===== src/rtl/next_pc_unit_pkg.sv =====
// Shared types for the next-PC unit: reset PC default, FSM states, PC-select codes, tracker record.
// Pure declarations; no logic, no latency, no backpressure.
package bp_pkg;

  localparam logic [31:0] RESET_PC_DEFAULT = 32'h0000_0000;

  typedef enum logic {
    ST_RUN     = 1'b0,
    ST_RECOVER = 1'b1
  } state_t;

  typedef enum logic [1:0] {
    SEL_SEQ      = 2'd0,
    SEL_REDIRECT = 2'd1,
    SEL_HOLD     = 2'd2,
    SEL_CORRECT  = 2'd3
  } pc_sel_t;

  // One in-flight prediction carried from ID to EX.
  typedef struct packed {
    logic        vld;
    logic        b_type;
    logic        jalr;
    logic        pred_taken;
    logic [31:0] pred_tgt;
    logic [31:0] br_tgt;
    logic [31:0] pc_p4;
    logic [31:0] pc;
  } track_t;

endpackage


===== src/rtl/next_pc_unit_if.sv =====
// ID/EX-side bundle of the next-PC unit; master is the pipeline, slave is next_pc_unit.
// Wires only; no latency, no backpressure beyond PL_stall.
interface next_pc_unit_if;
  logic        PL_stall;
  logic [31:0] pc_if;
  logic        valid_id;
  logic        B_type_id;
  logic        jal_id;
  logic        jalr_id;
  logic [31:0] pc_id;
  logic [31:0] imme_id;
  logic        prediction_id;
  logic [31:0] jalr_pc_pred;
  logic        redirect_id;
  logic        taken_ex;
  logic [31:0] jalr_target_ex;
  logic        PL_flush;
  logic        B_type_failed;
  logic        jalr_failed;
  logic [31:0] pc_failed;
  logic        corrected_result;

  modport master (
    output PL_stall, valid_id, B_type_id, jal_id, jalr_id, pc_id, imme_id,
           prediction_id, jalr_pc_pred, taken_ex, jalr_target_ex,
    input  pc_if, redirect_id, PL_flush, B_type_failed, jalr_failed,
           pc_failed, corrected_result
  );

  modport slave (
    input  PL_stall, valid_id, B_type_id, jal_id, jalr_id, pc_id, imme_id,
           prediction_id, jalr_pc_pred, taken_ex, jalr_target_ex,
    output pc_if, redirect_id, PL_flush, B_type_failed, jalr_failed,
           pc_failed, corrected_result
  );
endinterface


===== src/rtl/next_pc_unit_pred_track_reg.sv =====
// ID->EX prediction tracker: one-cycle register, loads when neither stalled nor flushed.
// Stall holds every field; flush drops valid and wins over stall.
module pred_track_reg
  import bp_pkg::*;
(
  input  logic   clk,
  input  logic   rst,
  input  logic   stall,
  input  logic   flush,
  input  track_t load_dat,
  output track_t trk_q
);

  track_t trk_d;

  always_comb begin
    trk_d = trk_q;
    if (flush) begin
      trk_d.vld = 1'b0;
    end else if (!stall) begin
      trk_d = load_dat;
    end
  end

  always_ff @(posedge clk) begin
    if (rst) begin
      trk_q <= '0;
    end else begin
      trk_q <= trk_d;
    end
  end

endmodule


===== src/rtl/next_pc_unit.sv =====
// Fetch-PC mux, ID redirect, EX mispredict check, recover FSM and saturating stats.
// Redirect/flush are combinational in the same cycle; pc_if updates next edge; PL_stall holds PC unless flushing.
module next_pc_unit
  import bp_pkg::*;
#(
  parameter logic [31:0] RESET_PC  = RESET_PC_DEFAULT,
  parameter int          CNT_WIDTH = 16
) (
  input  logic                 clk,
  input  logic                 rst,
  next_pc_unit_if.slave        bus,
  output logic [CNT_WIDTH-1:0] branch_cnt,
  output logic [CNT_WIDTH-1:0] mispred_cnt
);

  localparam logic [CNT_WIDTH-1:0] CNT_MAX = '1;
  localparam logic [CNT_WIDTH-1:0] CNT_ONE = {{(CNT_WIDTH-1){1'b0}}, 1'b1};

  state_t                state_q, state_d;
  pc_sel_t               pc_sel;
  logic [31:0]           pc_q, pc_d;
  logic [CNT_WIDTH-1:0]  branch_cnt_q, branch_cnt_d;
  logic [CNT_WIDTH-1:0]  mispred_cnt_q, mispred_cnt_d;
  track_t                trk_q, trk_load;
  logic                  run, chk, b_fail, j_fail, flush, redirect, cnt_en;
  logic [31:0]           br_tgt_id, id_target, correct_target;

  assign run = (state_q == ST_RUN);
  assign chk = trk_q.vld & run;

  assign b_fail = chk & trk_q.b_type & (bus.taken_ex != trk_q.pred_taken);
  assign j_fail = chk & trk_q.jalr & (bus.jalr_target_ex != trk_q.pred_tgt);
  assign flush  = b_fail | j_fail;

  assign redirect = bus.valid_id & ~flush & run &
                    (bus.jal_id | bus.jalr_id | (bus.B_type_id & bus.prediction_id));

  assign br_tgt_id      = bus.pc_id + bus.imme_id;
  assign id_target      = bus.jalr_id ? bus.jalr_pc_pred : br_tgt_id;
  assign correct_target = j_fail ? bus.jalr_target_ex
                                 : (bus.taken_ex ? trk_q.br_tgt : trk_q.pc_p4);

  always_comb begin
    if (flush) begin
      pc_sel = SEL_CORRECT;
    end else if (bus.PL_stall) begin
      pc_sel = SEL_HOLD;
    end else if (redirect) begin
      pc_sel = SEL_REDIRECT;
    end else begin
      pc_sel = SEL_SEQ;
    end
  end

  always_comb begin
    pc_d = pc_q + 32'd4;
    case (pc_sel)
      SEL_CORRECT:  pc_d = correct_target;
      SEL_HOLD:     pc_d = pc_q;
      SEL_REDIRECT: pc_d = id_target;
      default:      pc_d = pc_q + 32'd4;
    endcase
  end

  always_comb begin
    trk_load            = '0;
    trk_load.vld        = bus.valid_id & (bus.B_type_id | bus.jalr_id);
    trk_load.b_type     = bus.B_type_id;
    trk_load.jalr       = bus.jalr_id;
    trk_load.pred_taken = bus.prediction_id;
    trk_load.pred_tgt   = id_target;
    trk_load.br_tgt     = br_tgt_id;
    trk_load.pc_p4      = bus.pc_id + 32'd4;
    trk_load.pc         = bus.pc_id;
  end

  pred_track_reg u_track (
    .clk      (clk),
    .rst      (rst),
    .stall    (bus.PL_stall),
    .flush    (flush),
    .load_dat (trk_load),
    .trk_q    (trk_q)
  );

  // RECOVER is a single bubble cycle and ignores stall.
  always_comb begin
    state_d = ST_RUN;
    if (run && flush) begin
      state_d = ST_RECOVER;
    end
  end

  assign cnt_en = ~bus.PL_stall & run & trk_q.vld;

  always_comb begin
    branch_cnt_d  = branch_cnt_q;
    mispred_cnt_d = mispred_cnt_q;
    if (cnt_en) begin
      if (branch_cnt_q != CNT_MAX) begin
        branch_cnt_d = branch_cnt_q + CNT_ONE;
      end
      if (flush && (mispred_cnt_q != CNT_MAX)) begin
        mispred_cnt_d = mispred_cnt_q + CNT_ONE;
      end
    end
  end

  always_ff @(posedge clk) begin
    if (rst) begin
      state_q       <= ST_RUN;
      pc_q          <= RESET_PC;
      branch_cnt_q  <= '0;
      mispred_cnt_q <= '0;
    end else begin
      state_q       <= state_d;
      pc_q          <= pc_d;
      branch_cnt_q  <= branch_cnt_d;
      mispred_cnt_q <= mispred_cnt_d;
    end
  end

  assign bus.pc_if            = pc_q;
  assign bus.redirect_id      = redirect;
  assign bus.PL_flush         = flush;
  assign bus.B_type_failed    = b_fail;
  assign bus.jalr_failed      = j_fail;
  assign bus.pc_failed        = flush ? trk_q.pc : 32'h0;
  assign bus.corrected_result = b_fail ? bus.taken_ex : j_fail;
  assign branch_cnt           = branch_cnt_q;
  assign mispred_cnt          = mispred_cnt_q;

endmodule


===== src/flat_wrapper.sv =====
// flat-port wrapper written by rule: the top's interface ports become plain ports
module next_pc_unit_flat import bp_pkg::*;
#(
  parameter logic [31:0] RESET_PC  = RESET_PC_DEFAULT,
  parameter int          CNT_WIDTH = 16
)
  (clk, rst, branch_cnt, mispred_cnt, bus_PL_stall, bus_valid_id, bus_B_type_id, bus_jal_id, bus_jalr_id, bus_pc_id, bus_imme_id, bus_prediction_id, bus_jalr_pc_pred, bus_taken_ex, bus_jalr_target_ex, bus_pc_if, bus_redirect_id, bus_PL_flush, bus_B_type_failed, bus_jalr_failed, bus_pc_failed, bus_corrected_result);
  next_pc_unit_if bus_i ();
  input  logic clk;
  input  logic rst;
  output logic [CNT_WIDTH-1:0] branch_cnt;
  output logic [CNT_WIDTH-1:0] mispred_cnt;
  input wire logic [$bits(bus_i.PL_stall)-1:0] bus_PL_stall;
  input wire logic [$bits(bus_i.valid_id)-1:0] bus_valid_id;
  input wire logic [$bits(bus_i.B_type_id)-1:0] bus_B_type_id;
  input wire logic [$bits(bus_i.jal_id)-1:0] bus_jal_id;
  input wire logic [$bits(bus_i.jalr_id)-1:0] bus_jalr_id;
  input wire logic [$bits(bus_i.pc_id)-1:0] bus_pc_id;
  input wire logic [$bits(bus_i.imme_id)-1:0] bus_imme_id;
  input wire logic [$bits(bus_i.prediction_id)-1:0] bus_prediction_id;
  input wire logic [$bits(bus_i.jalr_pc_pred)-1:0] bus_jalr_pc_pred;
  input wire logic [$bits(bus_i.taken_ex)-1:0] bus_taken_ex;
  input wire logic [$bits(bus_i.jalr_target_ex)-1:0] bus_jalr_target_ex;
  output wire logic [$bits(bus_i.pc_if)-1:0] bus_pc_if;
  output wire logic [$bits(bus_i.redirect_id)-1:0] bus_redirect_id;
  output wire logic [$bits(bus_i.PL_flush)-1:0] bus_PL_flush;
  output wire logic [$bits(bus_i.B_type_failed)-1:0] bus_B_type_failed;
  output wire logic [$bits(bus_i.jalr_failed)-1:0] bus_jalr_failed;
  output wire logic [$bits(bus_i.pc_failed)-1:0] bus_pc_failed;
  output wire logic [$bits(bus_i.corrected_result)-1:0] bus_corrected_result;
  assign bus_i.PL_stall = bus_PL_stall;
  assign bus_i.valid_id = bus_valid_id;
  assign bus_i.B_type_id = bus_B_type_id;
  assign bus_i.jal_id = bus_jal_id;
  assign bus_i.jalr_id = bus_jalr_id;
  assign bus_i.pc_id = bus_pc_id;
  assign bus_i.imme_id = bus_imme_id;
  assign bus_i.prediction_id = bus_prediction_id;
  assign bus_i.jalr_pc_pred = bus_jalr_pc_pred;
  assign bus_i.taken_ex = bus_taken_ex;
  assign bus_i.jalr_target_ex = bus_jalr_target_ex;
  assign bus_pc_if = bus_i.pc_if;
  assign bus_redirect_id = bus_i.redirect_id;
  assign bus_PL_flush = bus_i.PL_flush;
  assign bus_B_type_failed = bus_i.B_type_failed;
  assign bus_jalr_failed = bus_i.jalr_failed;
  assign bus_pc_failed = bus_i.pc_failed;
  assign bus_corrected_result = bus_i.corrected_result;
  next_pc_unit #(.RESET_PC(RESET_PC), .CNT_WIDTH(CNT_WIDTH)) u_core (.clk(clk), .rst(rst), .bus(bus_i), .branch_cnt(branch_cnt), .mispred_cnt(mispred_cnt));
endmodule

===== config.mk =====
export PLATFORM = sky130hd
export DESIGN_NAME = next_pc_unit_flat
export DESIGN_NICKNAME = d
export VERILOG_FILES = /design/src/rtl/next_pc_unit_pkg.sv /design/src/rtl/next_pc_unit_if.sv /design/src/rtl/next_pc_unit_pred_track_reg.sv /design/src/rtl/next_pc_unit.sv /design/src/flat_wrapper.sv
export SDC_FILE = /design/constraint.sdc
export NUM_CORES = 1
export LEC_CHECK = 0
export CAP_MARGIN = 20
export CORE_ASPECT_RATIO = 1.4
export CORE_MARGIN = 2
export CORE_UTILIZATION = 57
export CTS_CLUSTER_SIZE = 25
export DETAILED_ROUTE_END_ITERATION = 7
export PLACE_DENSITY = 0.87
export SYNTH_ARGS = -nofsm -noshare
export SYNTH_HDL_FRONTEND = slang
export SYNTH_SLANG_ARGS = --single-unit

===== constraint.sdc =====
create_clock -name clk -period 8.91 [get_ports clk]
set_input_delay 1.782 -clock clk [delete_from_list [all_inputs] [get_ports clk]]
set_output_delay 1.782 -clock clk [all_outputs]
set_load 0.05 [all_outputs]

After elaboration in Yosys (flattened, before gate mapping)
Cells that the tools add are included.
- output and inout bits: 101
- logic and storage cells: 59
- flip-flop bits (word level): 197
- bits of input ports: 137
- add/sub/neg operators: 5
- reduce and logical (&&, ||, !) cells: 6
- equal/unequal tests: 7
- mux-type cells: 10
- bitwise logic cells: 19
- operator list (operator ; count):
    32-bit 2-to-1 mux ; 4
    32-bit case mux with 3 select lines ; 1
    32-bit by 3-bit adder with 32-bit output (second input constant) ; 2
    16-bit by 1-bit adder with 16-bit output (second input constant) ; 2
    32-bit adder ; 1
    16-bit != test (second input constant) ; 2
    32-bit != test ; 1
    1-bit AND ; 12
    2-bit AND reduction ; 3
    2-bit == test (second input constant) ; 2
    2-bit 2-to-1 mux ; 2
    1-bit bitwise OR ; 4
    1-bit 2-to-1 mux ; 3
    1-bit inverter ; 3
    2-bit by 1-bit == test with 1-bit output (second input constant) ; 1
    1-bit logical AND ; 2
    2-bit OR reduction ; 1
    1-bit != test ; 1

Logic depth before layout (Yosys ltp)
Gate-level depths: netlist of run 1.
- depth in word-level cells: 14
- gate-level depth with buffers: 12
- depth with buffers taken out: 12

Cells and area by module
A second synthesis of run 1 with hierarchy kept.
- cells, all modules: 1683
- area total of the unflattened synthesis: 13354.1 µm²
- modules (own cells, without submodules) (module ; times used ; cells an instance ; area each (µm²) ; seq. area each (µm²)):
    next_pc_unit ; 1 ; 1083 ; 7857.5 ; 1301.2
    pred_track_reg ; 1 ; 600 ; 5496.5 ; 2642.5

Worst setup path before layout of run 1
OpenSTA, ideal clock, no wires.
- path kind: input to output
- start: input port bus_jalr_target_ex[11]
- end: output port bus_corrected_result
- buffers on the path: 2
- data arrival time: 4424 ps
- slack: 2704 ps
- data required time: 7128 ps
- stages: 9
- cell sequence: xor2_1 nor4_1 nand4_1 o311ai_4 inv_4 buf_2 buf_1 a31oi_1 o21ai_0
- longest elaborated chain between the ends: 3
- ends and longest elaborated chain (element ; line ; source):
    start: declaration ; flat_wrapper.sv:23 ; input wire logic [$bits(bus_i.jalr_target_ex)-1:0] bus_jalr_target_ex;
    32-bit != test ; next_pc_unit.sv:32 ; assign j_fail = chk & trk_q.jalr & (bus.jalr_target_ex != trk_q.pred_tgt);
    1-bit AND ; next_pc_unit.sv:32 ;
    net bus_jalr_failed ; flat_wrapper.sv:28 ; output wire logic [$bits(bus_i.jalr_failed)-1:0] bus_jalr_failed;
    1-bit 2-to-1 mux ; next_pc_unit.sv:129 ; assign bus.corrected_result = b_fail ? bus.taken_ex : j_fail;
    end: declaration ; flat_wrapper.sv:30 ; output wire logic [$bits(bus_i.corrected_result)-1:0] bus_corrected_result;
The timed path passes the listed nets, and every way through them passes these cells.

Worst setup path after layout of run 1
- start: input port bus_jalr_target_ex[5]
- end: output port bus_pc_failed[9]
- longest elaborated chain between the ends: 4
- ends and longest elaborated chain (element ; line ; source):
    32-bit != test ; next_pc_unit.sv:32 ;
    1-bit AND ; next_pc_unit.sv:32 ;
    1-bit bitwise OR ; next_pc_unit.sv:33 ; assign flush = b_fail | j_fail;
    32-bit 2-to-1 mux ; next_pc_unit.sv:128 ; assign bus.pc_failed = flush ? trk_q.pc : 32'h0;
    end: declaration ; flat_wrapper.sv:29 ; output wire logic [$bits(bus_i.pc_failed)-1:0] bus_pc_failed;
Every way passes these cells.

==> results of run 1 <==
[worst max-delay path: stages]
cell             delay [ns]
clkdlybuf4s50_1        0.45
xor2_1                 0.22
nor4_1                 0.59
nand4_1                0.26
o311ai_4               0.25
buf_4                  0.30
inv_4                  0.07
nor2_4                 0.08
buf_4                  0.20
inv_2                  0.29
and2_1                 0.28
clkdlybuf4s50_1        0.70
[kinds of logic after synthesis]
group	share of synthesized area, %
AOI/OAI and AO/OA	21.5
buffers and inverters	3.98
adders and majority gates	3.91
and+or+nand+nor	24.5
xor gates and xnor gates	8.15
muxes	4.65
DFF	33.3
[where the power goes]
group / switching (mW) / total [mW] / internal [mW]
logic: 0.342 / 0.563 / 0.220
clock network: 0.384 / 0.784 / 0.399
registers: 0.0426 / 0.973 / 0.931
[flip-flops by register name, summed over array words and instances (netlist names)]
register / flops
u_core.u_track.trk_q: 130
u_core.branch_cnt: 16
u_core.mispred_cnt: 16
u_core.state_q: 1
u_core.bus.pc_if: 32
[stage by stage]
step | hold slack, ns | total power [mW]
after floorplan | 0.429 | 1.33
after global placement | 0.438 | 1.53
after detailed placement | 0.443 | 1.54
after CTS | 0.453 | 2.31
after global routing | 0.473 | 2.40
final | 0.454 | 2.32
[cells in the mapped netlist, types with 25 or more instances]
library cell,count
nand2_1,221
dfxtp_1,195
a21oi_1,167
nor2_1,149
xor2_1,74
o21ai_0,71
clkbuf_1,58
mux2i_1,51
and2_1,44
a211oi_1,39
nand3_1,37
ha_1,35
nor3_1,35
xnor2_1,35
and3_1,26
buf_2,25
[cells in the final DEF, fill, tap and decap left out, drive strengths merged, types with 13 or more instances in the layout]
cell type / count
and4: 13
or3: 14
a31oi: 21
and3: 27
xnor2: 35
nand4: 18
nor3: 36
mux2i: 51
nor2: 151
buf: 16
and2: 45
a211oi: 39
o211ai: 17
inv: 28
nand3: 38
a21o: 15
ha: 35
nand2: 223
a21oi: 167
dfxtp: 195
o21ai: 76
nor4: 14
xor2: 74
clkbuf: 17
clkdlybuf4s50: 235
[worst min path at each step]
stage | startpoint | end | cells past startpoint
after detailed placement | u_core.u_track.trk_q[31]$_SDFFE_PP0P_ | u_core.u_track.trk_q[31]$_SDFFE_PP0P_ | 2
final | u_core.u_track.trk_q[31]$_SDFFE_PP0P_ | u_core.u_track.trk_q[31]$_SDFFE_PP0P_ | 2
after global placement | u_core.u_track.trk_q[31]$_SDFFE_PP0P_ | u_core.u_track.trk_q[31]$_SDFFE_PP0P_ | 2
after global routing | u_core.u_track.trk_q[31]$_SDFFE_PP0P_ | u_core.u_track.trk_q[31]$_SDFFE_PP0P_ | 2
after CTS | u_core.u_track.trk_q[31]$_SDFFE_PP0P_ | u_core.u_track.trk_q[31]$_SDFFE_PP0P_ | 2
after floorplan | u_core.state_q$_SDFF_PP0_ | u_core.state_q$_SDFF_PP0_ | 1
[metal layers]
layer / GRT usage [%] / wire, µm / vias to the layer above
met1: 42.0 / 14900 / 5644
met2: 57.9 / 18800 / 674
met5: 0 / 0 / -
li1: - / - / 5786
met3: 5.28 / 2870 / 122
met4: 17.8 / 1990 / 0
[layout make-up]
class | count | area, µm² | share of cell area (%)
clock buffer | 17 | 425 | 2.88
clock inverter | 15 | 171 | 1.16
inverter | 22 | 85.1 | 0.577
multi-input combinational | 1213 | 7360 | 49.9
sequential | 195 | 3900 | 26.5
tap | 256 | 320 | 2.17
timing repair buffer | 251 | 2480 | 16.8
==> impl_metrics.yaml, run 1 <==
status:
  run_status: "finished clean"
routing:
  vias: 12200
  drt_pre_antenna_iters: 8
  ant_nets: 0
  route.detailed.drc: 0
  routedWlPerCell_um: 19.6
  dr.first_iter.drc_count: 1150
  routed_via_density: 6.21
  finalWirelength_um: 38600
cts:
  max_root_sink_buffers: 2
  clk_latency_ns: 0.45
  cts.root.buffer_cell: "clkbuf_16"
  cts_post_setup_buffers_inserted: 0
  cts_tree: "done"
  cts.sinks: 195
  tritoncts.num_buffers: 17
  number_of_cells_upsized_or_downsized_after_cts: 0
  cts.reportedPaths.clkPinSlew_ns: 0.07
  postCtsHoldBufs: 0
  cts-htree-levels: 4
sta:
  finalHoldViolCount: 0
  layout_min_cycle_time_ns: 7.28
  slew_violations: 0
  timing.slew.headroom_pct: 27.8
  post-route-period-util_pct: 81.7
  rsz0062_at_grt: "false"
  maxClockFrequency_mhz: 137
  postLayoutSetupSlackWorst_ns: 1.63
  setup-tns-final_ns: 0
  clock-skew-final_ns: 0.0137
  worstMarginPinSlew_ns: 1.08
  setup_viol: 0
power:
  power-per-cell-area_nw_per_um2: 157
  cellLeakagePower_nw: 5.69
  peakVddDrop_uv: 156
finish:
  nets: 1873
  area_overhead_of_the_layout_relative_to_synthesis_pct: 26.0
  post_route_cells_drive_above_1_share_pct: 4.38
  fillerInstances: 1620
  post-route-util_pct: 72.6
  layout.cell_area.non_filler_um2: 14700
  num_antenna_cells: 0
  instances_no_fill: 1969
placement:
  detailed_place.area_um2: 14100
  place_worst_setup_slack_ns: 1.79
  hpwlAfterDp_um: 28400
  place.detailed.instances: 1936
  placement.io_buffers: 237
  place.gp.congestion: 0.980
setup_path:
  worst_setup_path_startpoint: "bus_jalr_target_ex[5]"
  timing.critical_path.arrival_ns: 5.50
  cp_data_required_time_ns: 7.13
  critical_path.endpoint_type: "output pin"
  ff2ff_path_depth: 13
  crit_type: "input pin to output pin"
  critical_path_peak_fanout: 36
  timing.reg2reg.setup_slack_ns: 4.65
  reg2reg_from: "u_core.u_track.trk_q[101]$_SDFFE_PP0P_"
  startpoint_type: "input pin"
  reg2reg_capture_point: "u_core.bus.pc_if[29]$_SDFFE_PP0P_"
  endpoint: "bus_pc_failed[9]"
logic_synthesis:
  synth_ff_type: "dfxtp_1"
  synthCells: 1520
  synth-async-reset-ratio_pct: 0
  synth_nets: 1693
  ys_seq_area_share_pct: 33.3
  combined_area_of_all_synthesized_cells_um2: 11700
  synth-warning-count: 0
  synth_top_cell_by_area: "dfxtp_1"
  synth-seq-cells: 195
  synth_edf_count: 0
  ys_types: 78
  synthDominantCellAreaShare_pct: 33.3
  synth.area.top_cells: "dfxtp_1 33%, a21oi_1 7.1%, nand2_1 7.1%"
  mean_instance_size_in_the_synthesized_netlist_um2: 7.70
run:
  max_cap_viol_count: 0
global_routing:
  first_global_vias: 11500
  globalRouteTotalUtil_pct: 34.2
  grt_first_pass_wirelength_um: 60100
  grt_overflow: 0
  antenna_found_initial: 0
  grt_start_max_net_pins: 103
floorplanning:
  io-pin-count: 238
  floorplan.core_area_um2: 20300
  num_rows: 62
  start_util_pct: 57.6
  floorplan.die_area_um2: 21700
  dieWidth_um: 125
  die_h_um: 174
hold_path:
  min-delay-path-class: "register to register"
Note: power is estimated with default switching activity, not from simulation.
==> inputs of run 2 (changes only) <==
--- a/config.mk
+++ b/config.mk
@@ -8,10 +8,10 @@
 export CAP_MARGIN = 20
 export CORE_ASPECT_RATIO = 1.4
 export CORE_MARGIN = 2
-export CORE_UTILIZATION = 57
+export CORE_UTILIZATION = 53
 export CTS_CLUSTER_SIZE = 25
 export DETAILED_ROUTE_END_ITERATION = 7
-export PLACE_DENSITY = 0.87
+export PLACE_DENSITY = 0.82
 export SYNTH_ARGS = -nofsm -noshare
 export SYNTH_HDL_FRONTEND = slang
 export SYNTH_SLANG_ARGS = --single-unit
==> constraint.sdc (replaced) <==
create_clock -name clk -period 6.9 [get_ports clk]
set_input_delay 1.38 -clock clk [delete_from_list [all_inputs] [get_ports clk]]
set_output_delay 1.38 -clock clk [all_outputs]
set_load 0.05 [all_outputs]
==> impl_metrics.yaml, run 2 (same netlist as run 1, synthesis figures left out) <==
setup_path:
  cp_common_cell: "clkdlybuf4s50_1"
  crit_type: "input pin to output pin"
  slowest_delay_ns: 0.71
  timing.reg2reg.setup_slack_ns: 3.09
  startpoint_type: "input pin"
  critical_path.endpoint_type: "output pin"
  ff2ff_path_depth: 11
  timing.critical_path.arrival_ns: 4.14
  critical_path_peak_fanout: 24
  cp_data_required_time_ns: 5.52
  slowest_stage_cell_crit_path: "clkdlybuf4s50_1"
  reg2reg_from: "u_core.u_track.trk_q[107]$_SDFFE_PP0P_"
  reg2reg_capture_point: "u_core.bus.pc_if[29]$_SDFFE_PP0P_"
  worstPathCellList: "clkdlybuf4s50_1 > xor2_1 > nor4_1 > nand4_1 > o311ai_4 > inv_4 > a31oi_1 > o21ai_0 > clkdlybuf4s50_1"
routing:
  routedWlPerCell_um: 19.3
  routed_via_density: 6.01
  dr.first_iter.drc_count: 1029
  routedLengthMet1_um: 15500
  route.detailed.drc: 0
  dr.max_layer_used: "met4"
  met3_wirelength_um: 2970
  finalWirelength_um: 38900
  drt_pre_antenna_iters: 5
  vias: 12100
  ant_nets: 0
  dr_wl_met2_um: 18800
cts:
  max_root_sink_buffers: 2
  tritoncts.num_buffers: 17
  cts.sinks: 195
  cts.reportedPaths.clkPinSlew_ns: 0.07
  cts_tree: "done"
  cts-htree-levels: 4
  number_of_cells_upsized_or_downsized_after_cts: 0
  postCtsHoldBufs: 0
  cts.root.buffer_cell: "clkbuf_16"
  cts_post_setup_buffers_inserted: 0
  clk_latency_ns: 0.45
finish:
  registers.top_by_ff_count: "u_core.u_track.trk_q"
  largest_register_ffs: 130
  fillerInstances: 1827
  nets: 1877
  post-route-util_pct: 69.7
  layout_commonest_cell: "nand2_1"
  post_route_cells_drive_above_1_share_pct: 6.58
  area_overhead_of_the_layout_relative_to_synthesis_pct: 29.6
  layout_common_cells: "221 x nand2_1, 201 x clkdlybuf4s50_1, 195 x dfxtp_1"
global_routing:
  grt_start_max_net_pins: 69
  globalRouteTotalUtil_pct: 32.8
  grt_first_pass_wirelength_um: 60700
  first_global_vias: 11500
  grt_overflow: 0
  antenna_found_initial: 2
sta:
  post-route-period-util_pct: 80.0
  setup-tns-final_ns: 0
  timing.slew.headroom_pct: 37.1
  postLayoutSetupSlackWorst_ns: 1.38
  slew_violations: 0
  maxClockFrequency_mhz: 181
  worstMarginPinSlew_ns: 0.942
  final_hold_slack_ns: 0.456
  layout_min_cycle_time_ns: 5.52
  setup_viol: 0
  finalHoldViolCount: 0
  rsz0062_at_grt: "false"
  clock-skew-final_ns: 0.0147
status:
  run_status: "finished clean"
power:
  power-per-cell-area_nw_per_um2: 201
  cellLeakagePower_nw: 5.87
  peakVddDrop_uv: 198
  post-layout-total-power_mw: 3.04
floorplanning:
  floorplan.core_area_um2: 21800
  die_h_um: 180
  dieWidth_um: 130
  floorplan.die_area_um2: 23300
  num_rows: 64
  start_util_pct: 53.8
  io-pin-count: 238
placement:
  place_worst_setup_slack_ns: 1.44
  placement.io_buffers: 237
  hpwlAfterDp_um: 28800
  place.gp.congestion: 0.976
hold_path:
  min-delay-path-class: "register to register"
  worstHoldEndpoint: "u_core.u_track.trk_q[24]$_SDFFE_PP0P_"
  worstHoldPathCells: 2
  hold_path_startpoint: "u_core.u_track.trk_q[24]$_SDFFE_PP0P_"
run:
  max_cap_viol_count: 0
[run 2: area by class of cell]
class / instances / area, µm² / area share (%)
diodes: 2 / 5.00 / 0.0330
clock buffers: 17 / 425 / 2.80
clock inverters: 15 / 193 / 1.27
inverters: 22 / 85.1 / 0.561
multi-input cells: 1213 / 7360 / 48.5
flip-flops and latches: 195 / 3900 / 25.7
well taps: 297 / 372 / 2.45
repair buffers: 255 / 2830 / 18.6
[run 2: worst max-delay path by stage]
stage	start	to	slack, ns	depth (start not counted)
after floorplan	bus_jalr_target_ex[11]	bus_corrected_result	1.50	9
after global placement	bus_jalr_target_ex[23]	bus_corrected_result	1.41	9
after detailed placement	bus_jalr_target_ex[11]	bus_corrected_result	1.44	9
after CTS	bus_jalr_target_ex[11]	bus_corrected_result	1.43	9
after global routing	bus_jalr_target_ex[11]	bus_corrected_result	1.34	9
final	bus_jalr_target_ex[11]	bus_corrected_result	1.38	9
[run 2: routing by layer]
| layer | GRT usage [%] | vias up |
|---|---|---|
| met3 | 5.21 | 93 |
| met2 | 54.1 | 581 |
| li1 | - | 5787 |
| met1 | 41.5 | 5650 |
| met5 | 0 | - |
| met4 | 15.7 | 0 |
[run 2: stage by stage]
step	area, µm²	std cells
after global routing	15200	2016
final	15200	2016
after global placement	14500	1982
after detailed placement	14500	1982
after CTS	15200	2014
after floorplan	11700	1520
[run 2: worst max-delay path: cells and delay by family]
family / cells / cell delay, ns
buffers and inverters: 3 / 1.36
AND/OR/NAND/NOR: 2 / 0.65
AO/OA/AOI/OAI: 3 / 0.58
XOR/XNOR: 1 / 0.17
[run 2: power breakdown]
part / switching [mW] / leakage [nW] / internal [mW]
combinational: 0.438 / 3.97 / 0.288
clock: 0.481 / 0.295 / 0.581
sequential: 0.0542 / 1.60 / 1.20
total: 0.973 / 5.87 / 2.07
==> inputs of run 3 (changes only) <==
--- a/config.mk
+++ b/config.mk
@@ -8,10 +8,10 @@
 export CAP_MARGIN = 20
 export CORE_ASPECT_RATIO = 1.4
 export CORE_MARGIN = 2
-export CORE_UTILIZATION = 53
+export CORE_UTILIZATION = 47
 export CTS_CLUSTER_SIZE = 25
 export DETAILED_ROUTE_END_ITERATION = 7
-export PLACE_DENSITY = 0.82
+export PLACE_DENSITY = 0.77
 export SYNTH_ARGS = -nofsm -noshare
 export SYNTH_HDL_FRONTEND = slang
 export SYNTH_SLANG_ARGS = --single-unit
==> constraint.sdc (replaced) <==
create_clock -name clk -period 4.8 [get_ports clk]
set_input_delay 0.96 -clock clk [delete_from_list [all_inputs] [get_ports clk]]
set_output_delay 0.96 -clock clk [all_outputs]
set_load 0.05 [all_outputs]
==> impl_metrics.yaml, run 3 (same netlist as run 1, synthesis figures left out) <==
finish:
  largest_register_ffs: 130
  layout.cell_area.non_filler_um2: 15300
  fillerInstances: 2131
  nets: 1888
  layout_commonest_cell: "nand2_1"
  area_overhead_of_the_layout_relative_to_synthesis_pct: 30.6
  layout_common_cells: "221 x nand2_1, 198 x clkdlybuf4s50_1, 195 x dfxtp_1"
  registers.top_by_ff_count: "u_core.u_track.trk_q"
  post_route_cells_drive_above_1_share_pct: 7.18
  instances_no_fill: 2044
  post-route-util_pct: 62.2
sta:
  setup-tns-final_ns: 0
  maxClockFrequency_mhz: 216
  rsz0062_at_grt: "false"
  worstMarginPinSlew_ns: 0.905
  slew_violations: 0
  clock-skew-final_ns: 0.0156
  layout_min_cycle_time_ns: 4.63
  setup_viol: 0
  finalHoldViolCount: 0
  postLayoutSetupSlackWorst_ns: 0.168
  final_hold_slack_ns: 0.452
  timing.slew.headroom_pct: 39.6
  post-route-period-util_pct: 96.5
setup_path:
  reg2reg_from: "u_core.u_track.trk_q[131]$_SDFFE_PP0N_"
  startpoint_type: "input pin"
  reg2reg_capture_point: "u_core.bus.pc_if[7]$_SDFFE_PP0P_"
  crit_type: "input pin to output pin"
  ff2ff_path_depth: 10
  critical_path.endpoint_type: "output pin"
  cp_data_required_time_ns: 3.84
  timing.reg2reg.setup_slack_ns: 1.44
  timing.critical_path.arrival_ns: 3.67
  critical_path_peak_fanout: 36
global_routing:
  first_global_vias: 11300
  grt_start_max_net_pins: 177
  globalRouteTotalUtil_pct: 29.3
  grt_first_pass_wirelength_um: 59800
  antenna_found_initial: 2
  grt_overflow: 0
floorplanning:
  start_util_pct: 47.6
  num_rows: 68
  floorplan.die_area_um2: 26200
  io-pin-count: 238
  dieWidth_um: 137
  die_h_um: 191
  floorplan.core_area_um2: 24600
hold_path:
  worstHoldPathCells: 2
  worstHoldEndpoint: "u_core.u_track.trk_q[16]$_SDFFE_PP0P_"
  min-delay-path-class: "register to register"
  hold_path_startpoint: "u_core.u_track.trk_q[16]$_SDFFE_PP0P_"
routing:
  route.detailed.drc: 0
  ant_nets: 0
  drt_pre_antenna_iters: 5
  routedWlPerCell_um: 19.0
  finalWirelength_um: 38800
  dr.first_iter.drc_count: 975
  vias: 11900
  routed_via_density: 5.83
cts:
  tritoncts.num_buffers: 17
  clk_latency_ns: 0.45
  cts_tree: "done"
  max_root_sink_buffers: 2
  cts_post_setup_buffers_inserted: 0
  cts.sinks: 195
  number_of_cells_upsized_or_downsized_after_cts: 0
  cts-htree-levels: 4
  cts.reportedPaths.clkPinSlew_ns: 0.07
  postCtsHoldBufs: 0
  cts.root.buffer_cell: "clkbuf_16"
placement:
  hpwlAfterDp_um: 28900
  place_worst_setup_slack_ns: 0.221
  placement.io_buffers: 237
  place.gp.congestion: 0.971
  place.detailed.instances: 2011
  detailed_place.area_um2: 14700
power:
  peakVddDrop_uv: 277
  post-layout-total-power_mw: 4.30
  cellLeakagePower_nw: 5.93
  power-per-cell-area_nw_per_um2: 281
run:
  max_cap_viol_count: 0
status:
  run_status: "finished clean"
[run 3: changes by cell type in the layout (fill, tap and decap cells not counted), sizes merged]
cell | previous run | this run
buf | 54 | 68
inv | 29 | 24
clkbuf | 17 | 20
clkdlybuf4s50 | 201 | 198
clkinv | 2 | 4
bufinv | 3 | 2
[run 3: worst max-delay path by stage]
stage / startpoint / to
6_report: bus_jalr_target_ex[23] / bus_pc_failed[7]
5_1_grt: bus_jalr_target_ex[23] / bus_pc_failed[7]
4_1_cts: bus_jalr_target_ex[11] / bus_pc_failed[7]
3_5_place_dp: bus_jalr_target_ex[11] / bus_pc_failed[7]
3_3_place_gp: bus_jalr_target_ex[23] / bus_pc_failed[20]
2_1_floorplan: bus_jalr_target_ex[11] / bus_corrected_result
[run 3: power breakdown]
| group | switching [mW] | internal, mW | leakage (nW) |
|---|---|---|---|
| combinational | 0.627 | 0.426 | 4.05 |
| sequential | 0.0758 | 1.73 | 1.60 |
| clock | 0.657 | 0.782 | 0.273 |
| total | 1.36 | 2.94 | 5.93 |
[run 3: worst max-delay path: stages]
cell             delay, ns
clkdlybuf4s50_1       0.48
xor2_1                0.18
nor4_1                0.47
nand2_1               0.17
o311ai_4              0.36
inv_4                 0.15
nor2_4                0.12
inv_2                 0.28
and2_1                0.32
buf_12                0.16
[run 3: final cells by class]
| class | instances | area, µm² | share of cell area [%] |
|---|---|---|---|
| diodes | 2 | 5.00 | 0.0327 |
| clock buffers | 20 | 447 | 2.92 |
| clock inverters | 11 | 128 | 0.835 |
| inverters | 22 | 85.1 | 0.557 |
| multi-input cells | 1213 | 7360 | 48.1 |
| flip-flops and latches | 195 | 3900 | 25.5 |
| well taps | 315 | 394 | 2.58 |
| repair buffers | 266 | 2970 | 19.4 |
[run 3: per-layer routing]
metal	wire length (µm)	track usage (%)	vias up
li1	-	-	5807
met4	1930	15.8	0
met1	16000	37.1	5505
met2	18200	46.8	496
met5	0	0	-
met3	2570	5.16	100
